==> config.mk <==
export PLATFORM = sky130hd
export DESIGN_NAME = write_back_pipe
export DESIGN_NICKNAME = d
export VERILOG_FILES = /design/src/rtl/write_back_pipe.sv
export SDC_FILE = /design/constraint.sdc
export NUM_CORES = 1
export LEC_CHECK = 0
export ABC_AREA = 1
export ABC_CLOCK_PERIOD_IN_PS = 2400
export CORE_UTILIZATION = 45
export DETAILED_ROUTE_END_ITERATION = 6
export PLACE_DENSITY = 0.94
export SYNTH_ARGS = -nofsm -noshare
export SYNTH_HDL_FRONTEND = slang
export SYNTH_SLANG_ARGS = --single-unit
==> constraint.sdc <==
create_clock -name clk_87 -period 2.4 [get_ports clk_87]
set_clock_uncertainty 0.2 [all_clocks]
set_input_delay 0.6 -clock clk_87 [delete_from_list [all_inputs] [get_ports clk_87]]
set_output_delay 0.6 -clock clk_87 [all_outputs]
set_load 0.01 [all_outputs]
==> src/rtl/write_back_pipe.sv <==
// Write-back stage: selects ALU / aligned load / link data, registers the
// register-file write, keeps a one-write-old bypass history and counts retired writes.
module write_back_pipe #(
   parameter int unsigned DATA_WIDTH     = 32,
   parameter int unsigned ADDR_WIDTH     = 32,
   parameter int unsigned REG_ADDR_WIDTH = 5,
   parameter int unsigned CNT_WIDTH      = 32
) (
   input  logic                      clk_87,
   input  logic                      rst_n_87,
   input  logic                      stall_87,
   input  logic                      flush_87,
   input  logic                      valid_in_87,
   input  logic                      reg_write_in_87,
   input  logic [1:0]                wb_sel_in_87,
   input  logic [1:0]                ld_size_in_87,
   input  logic                      ld_signed_in_87,
   input  logic [DATA_WIDTH-1:0]     alu_data_in_87,
   input  logic [DATA_WIDTH-1:0]     mem_data_in_87,
   input  logic [ADDR_WIDTH-1:0]     mem_addr_in_87,
   input  logic [ADDR_WIDTH-1:0]     pc_in_87,
   input  logic [REG_ADDR_WIDTH-1:0] wb_reg_in_87,
   output logic                      reg_write_out_87,
   output logic [DATA_WIDTH-1:0]     wb_data_87,
   output logic [REG_ADDR_WIDTH-1:0] wb_reg_out_87,
   output logic                      fwd_valid_87,
   output logic [REG_ADDR_WIDTH-1:0] fwd_reg_87,
   output logic [DATA_WIDTH-1:0]     fwd_data_87,
   output logic [CNT_WIDTH-1:0]      retired_cnt_87
);

   localparam int unsigned OFF_W = $clog2(DATA_WIDTH / 8);
   localparam int unsigned MSB_W = $clog2(DATA_WIDTH);

   logic [OFF_W-1:0]          off_c;
   logic [OFF_W-1:0]          lane_off_c;
   logic [DATA_WIDTH-1:0]     fmask_c;
   logic [MSB_W-1:0]          msb_c;
   logic [DATA_WIDTH-1:0]     shifted_c;
   logic [DATA_WIDTH-1:0]     field_c;
   logic                      sbit_c;
   logic [DATA_WIDTH-1:0]     ld_val_c;
   logic [ADDR_WIDTH-1:0]     link_addr_c;
   logic [DATA_WIDTH-1:0]     link_c;
   logic [DATA_WIDTH-1:0]     sel_val_c;
   logic                      cap_c;

   logic                      reg_write_d, reg_write_q;
   logic [DATA_WIDTH-1:0]     wb_data_d, wb_data_q;
   logic [REG_ADDR_WIDTH-1:0] wb_reg_d, wb_reg_q;
   logic                      fwd_valid_d, fwd_valid_q;
   logic [REG_ADDR_WIDTH-1:0] fwd_reg_d, fwd_reg_q;
   logic [DATA_WIDTH-1:0]     fwd_data_d, fwd_data_q;
   logic [CNT_WIDTH-1:0]      retired_cnt_d, retired_cnt_q;

   // Upper address bits only matter to the memory stage, not to lane selection.
   logic unused_addr_c;
   assign unused_addr_c = ^mem_addr_in_87[ADDR_WIDTH-1:OFF_W];

   // Little-endian lane selection; misaligned low offset bits are truncated.
   always_comb begin
      off_c      = mem_addr_in_87[OFF_W-1:0];
      lane_off_c = '0;
      fmask_c    = '1;
      msb_c      = MSB_W'(DATA_WIDTH - 1);
      case (ld_size_in_87)
         2'd0: begin
            lane_off_c = off_c;
            fmask_c    = DATA_WIDTH'(8'hFF);
            msb_c      = MSB_W'(7);
         end
         2'd1: begin
            lane_off_c = off_c & ~OFF_W'(1);
            fmask_c    = DATA_WIDTH'(16'hFFFF);
            msb_c      = MSB_W'(15);
         end
         2'd2: begin
            lane_off_c = off_c & ~OFF_W'(3);
            fmask_c    = DATA_WIDTH'(32'hFFFF_FFFF);
            msb_c      = MSB_W'(31);
         end
         default: begin
            lane_off_c = '0;
            fmask_c    = '1;
            msb_c      = MSB_W'(DATA_WIDTH - 1);
         end
      endcase
      shifted_c = mem_data_in_87 >> {lane_off_c, 3'b000};
      field_c   = shifted_c & fmask_c;
      sbit_c    = ld_signed_in_87 & field_c[msb_c];
      ld_val_c  = sbit_c ? (field_c | ~fmask_c) : field_c;
   end

   // Source select: link address wraps in address width before zero-extension.
   always_comb begin
      link_addr_c = pc_in_87 + ADDR_WIDTH'(8);
      link_c      = DATA_WIDTH'(link_addr_c);
      case (wb_sel_in_87)
         2'd1:    sel_val_c = ld_val_c;
         2'd2:    sel_val_c = link_c;
         default: sel_val_c = alu_data_in_87;
      endcase
      cap_c = valid_in_87 & reg_write_in_87 & ~stall_87 & ~flush_87 &
              (wb_reg_in_87 != '0);
   end

   // Next-state: stage capture, bypass history and retire counter.
   always_comb begin
      reg_write_d   = cap_c;
      wb_data_d     = wb_data_q;
      wb_reg_d      = wb_reg_q;
      fwd_valid_d   = reg_write_q;
      fwd_reg_d     = fwd_reg_q;
      fwd_data_d    = fwd_data_q;
      retired_cnt_d = retired_cnt_q;
      if (cap_c) begin
         wb_data_d = sel_val_c;
         wb_reg_d  = wb_reg_in_87;
      end
      if (reg_write_q) begin
         fwd_reg_d     = wb_reg_q;
         fwd_data_d    = wb_data_q;
         retired_cnt_d = retired_cnt_q + CNT_WIDTH'(1);
      end
   end

   // Stage and history registers, cleared asynchronously.
   always_ff @(posedge clk_87 or negedge rst_n_87) begin
      if (!rst_n_87) begin
         reg_write_q   <= 1'b0;
         wb_data_q     <= '0;
         wb_reg_q      <= '0;
         fwd_valid_q   <= 1'b0;
         fwd_reg_q     <= '0;
         fwd_data_q    <= '0;
         retired_cnt_q <= '0;
      end else begin
         reg_write_q   <= reg_write_d;
         wb_data_q     <= wb_data_d;
         wb_reg_q      <= wb_reg_d;
         fwd_valid_q   <= fwd_valid_d;
         fwd_reg_q     <= fwd_reg_d;
         fwd_data_q    <= fwd_data_d;
         retired_cnt_q <= retired_cnt_d;
      end
   end

   assign reg_write_out_87 = reg_write_q;
   assign wb_data_87       = wb_data_q;
   assign wb_reg_out_87    = wb_reg_q;
   assign fwd_valid_87     = fwd_valid_q;
   assign fwd_reg_87       = fwd_reg_q;
   assign fwd_data_87      = fwd_data_q;
   assign retired_cnt_87   = retired_cnt_q;

endmodule

Word-level counts from Yosys, hierarchy flattened
Index checks and enable logic that the tools add are counted.
{ "totals": {"word_cells": 33, "regBits": 108, "output_inout_bits": 108, "inputBits": 144} }
{ "classes": {"eq_ne": 3, "n_lt_le_gt_ge": 1, "n_reduce_logical": 2, "shift": 1, "bitwise_logic": 10, "add_sub_neg": 2, "mux": 7} }
{ "ops": {"columns": ["op", "n"], "rows": [
  ["$pmux 32 s2", 2],
  ["$add 32x1->32 const B", 1],
  ["$add 32x4->32 const B", 1],
  ["$and 32x32->32", 1],
  ["$mux 32", 1],
  ["$not 32->32", 1],
  ["$or 32x32->32", 1],
  ["$shr 32x5->32", 1],
  ["$pmux 5 s2", 1],
  ["$lt 5x6->1 const B", 1],
  ["$and 1x1->1", 5],
  ["$bmux 1 s5", 1],
  ["$reduce_bool 5->1", 1],
  ["$eq 2x1->1 const B", 2],
  ["$pmux 2 s2", 1],
  ["$eq 2x2->1 const B", 1],
  ["$logic_not 2->1", 1],
  ["$not 1->1", 2],
  ["$mux 1", 1]
]} }

Depth between registers and ports, before layout
{ "depth": {"ltp_word": 9, "ltp_mapped": 13, "depth_no_buf": 12} }

Worst setup path after synthesis
Ideal clock, no wire load.
{ "synth_timing": {"path_kind": "input -> register", "startpoint": "input wb_sel_in_87[0]", "endpoint": "register wb_data_q[23] (netlist: wb_data_87[23])", "setup_time_ns": 0.066, "t_arrival_ns": 1.938, "setup_slack_ns": 0.197, "cell_stages": 10, "path_cell_list": "inv_1 > ha_1 > clkbuf_1 > inv_1 > clkbuf_1 > clkbuf_1 > nor2_1 > nor2_1 > nand2_1 > nand2_1"} }
{ "synth_via": {"elab_chain_cells": 2} }
{ "synth_lines": {"columns": ["item", "line_no", "source"], "rows": [
  ["start: declaration", "15", "input logic [1:0] wb_sel_in_87,"],
  ["$eq 2x2->1 or $eq 2x1->1 (tied branches)", "98", "case (wb_sel_in_87)"],
  ["$pmux 32 s2 *", "98", null],
  ["end signal: assignment", "139", "wb_data_q <= wb_data_d;"],
  ["end: declaration", "49", "logic [DATA_WIDTH-1:0] wb_data_d, wb_data_q;"]
]} }
Mark *: on every way between the ends. The rest lies on a longest branch, timed or not.
A chain may end at the register's enable or synchronous reset.

Worst setup path in the final report
{ "layout_timing": {"startpoint": "input pc_in_87[4]", "endpoint": "register wb_data_q[13] (netlist: wb_data_87[13])"} }
{ "layout_via": {"elab_chain_cells": 2} }
{ "layout_lines": {"columns": ["item", "line_no", "source"], "rows": [
  ["start: declaration", "21", "input logic [ADDR_WIDTH-1:0] pc_in_87,"],
  ["$add 32x4->32", "96", "link_addr_c = pc_in_87 + ADDR_WIDTH'(8);"],
  ["$pmux 32 s2", "98", null]
]} }
Every way passes these cells.

==> results.tsv <==
metric	value	unit
top area cells in the synthesized netlist	dfrtp_1, nand2_1, nor2_1, nand3_1, inv_1	
DP Area	9470	sq um
worst slew pin tran	0.476	ns
DR pass1 iterations	7	
vias in the first global route	7327	
mapped cell area	6590	sq um
ys flop type	dfrtp_1	
Slew Limit Fails	0	
Min Clock Period, post-route	2.28	ns
DRT antenna net count	0	
CTS tree	yes	
Die W	123	microns
Syn-to-layout area delta	48.5	%
cell family with most CP delay	simple AND/OR/NAND/NOR gates	
number of distinct library cells after synthesis	33	
Crit. End Element	flip-flop	
Period Utilization, post-route	0.952	
top-area cell type share of the netlist area	0.410	
Ant. Diodes	0	
CP required	2.48	ns
asr flop ratio synth	1.00	
achievable frequency	0.438	GHz
Worst slew margin	0.683	
Hold Path Class	reg2reg	
R2R setup slack	0.22	ns
Mapped Cells	983	
residual overflow from global routing	0	
nets@finish	1401	
cells along the critical path	clkdlybuf4s50_1 > ha_1 > nand3_1 > inv_1 > nand2_1 > nor2_2 > o21ai_0 > a21oi_1 > nor2_1 > nand2_1 > nand2_1 > nand2_1	
RSZ-0062 raised after global routing	yes	
clk slew on worst S/H paths	0.07	ns
share of cells above drive strength 1	0.0938	
dpl hpwl	17700	microns
Total Power Consumption	5780	uW
top-count cell post-synth	nand2_1	
CTS root buf	clkbuf_16	
Final Hold Violating Endpoints	0	
Max H-tree Level	3	
clock latency on the worst-skew pair	0.34	ns
Die Span Y	123	microns
DRT iter0 DRCs	528	
first-pass GRT wire length	35100	microns
leak pwr	0.00483	uW
clock tree sinks	108	
Syn Area/Cell	6.70	sq um
CP Buf/Inv Count	2	
routed vias/inst	5.24	
MaxCap Viol Count	0	
Filler cells	1156	
gr usage total	0.300	
deepest clock path buffer count	2	
Max Fanout on Critical Path	3	
Startpoint Class	input port	
hold slack	0.270	ns
Worst path most repeated cell	nand2_1	
final setup fails	0	
Avg WL per Cell	15.3	microns
Post-synth EDFFs	0	
initial antenna violation count	0	
Syn Nets	1131	
critical path arrival	2.36	ns
#FFs+latches synth	108	
slowest CP cell	clkdlybuf4s50_1	
port bufs	221	
crit-path max cell delay	0.54	ns
sequential share of the synthesized area	0.410	
Starting Density	0.468	
Post-CTS Setup Repair Bufs	0	
PwrDens	591	nW/um^2
Via Count	7529	
Num CTS Buffers	9	
Yosys top cell by area	dfrtp_1	
fin cells	1438	
Setup CP Type	in2reg	
WL final	21900	microns
Placer Congestion	0.946	
DRC errors left	0	
synth cell count leaders	nand2_1, nor2_1, dfrtp_1	
core area	14100	sq um
Ys Warns	0	
status	finished clean	
Final Cell Area	9790	sq um
I/O Pins	252	
maximum vdd drop	0.000357	V
Inst Count DP	1421	
total die area	15100	sq um
# rows	43	
largest net degree at the start of global routing	56	
-- stage by stage --
step	setup TNS, ns	utilization	setup slack (ns)
after floorplan	0	-	0.197
after global placement	-3.11	0.672	-0.191
after detailed placement	-4.71	0.672	-0.236
after CTS	0	0.693	0.121
after global routing	-0.000763	0.694	-0.000763
final	0	0.694	0.116
-- logic make-up (layout without fill, tap and decap cells) --
logic type	Yosys count	after routing	synth area share
simple gates	625	625	0.392
buf+inv	126	401	0.0765
flops	108	108	0.410
compound gates	90	90	0.0740
xor+xnor	30	30	0.0399
fa+ha+maj	4	4	0.00759
-- registers in the layout, indices dropped and copies added, names as in the netlist --
signal	flops
fwd_data_87	32
retired_cnt_87	32
wb_data_87	32
fwd_reg_87	5
wb_reg_out_87	5
fwd_valid_87	1
reg_write_out_87	1
-- cell type report --
class / count / area [sq um] / share of cell area
Clock buffer: 9 / 225 / 0.0230
Clock inverter: 7 / 66.3 / 0.00678
Inverter: 88 / 330 / 0.0338
Multi-Input combinational cell: 749 / 3390 / 0.347
Sequential cell: 108 / 2700 / 0.276
Tap cell: 180 / 225 / 0.0230
Timing Repair Buffer: 297 / 2840 / 0.291
-- layout by cell type, fill, tap and decap left out, drive strengths merged, types with 2 or more instances in the layout --
master           n
a21o             2
a21oi           30
buf             76
clkbuf           9
clkdlybuf4s50  217
clkinv           3
dfrtp          108
dlymetal6s2s     3
ha               4
inv             91
nand2          379
nand3           87
nand3b           2
nand4            8
nor2           126
nor3            16
o211ai           8
o21ai           47
or2              7
xnor2            8
xor2            22
-- metal layers --
layer | GRT usage | up-vias | share of wire
met3 | 0.0484 | 73 | 0.077
met2 | 0.510 | 374 | 0.48
met1 | 0.369 | 3458 | 0.40
li1 | - | 3624 | -
met5 | 0 | - | 0
met4 | 0.148 | 0 | 0.046
-- what timing repair did --
item / CTS / global route
resized for setup: 0 / 7
endpoints found under the hold margin: 16 / 0
hold buffers: 1 / 0
endpoints found under the setup margin: 0 / 4
-- worst min-delay path, stage by stage (launching register included) --
cell     delay [ns]
dfrtp_1        0.34
nand2_1        0.05
nand2_1        0.04
-- path summary, 6_finish.rpt --
check | endpoint | startpoint | depth (start not counted)
worst min-delay path | fwd_data_87[20] | fwd_data_87[20] | 2
worst max-delay path | wb_data_87[13] | pc_in_87[4] | 12
worst min register to register | fwd_data_87[20] | fwd_data_87[20] | 2
max in group asynchronous | fwd_data_87[20] | rst_n_87 | 3
min in group asynchronous | fwd_data_87[17] | rst_n_87 | 2
worst max register to register | retired_cnt_87[30] | retired_cnt_87[1] | 11
-- where the power goes --
part           leakage, uW  internal (uW)  switching, uW
registers          0.00142           2150            260
logic              0.00327           1040            900
clock network     0.000141            728            702
total              0.00483           3920           1860
Power figures use the tool's default switching activity.
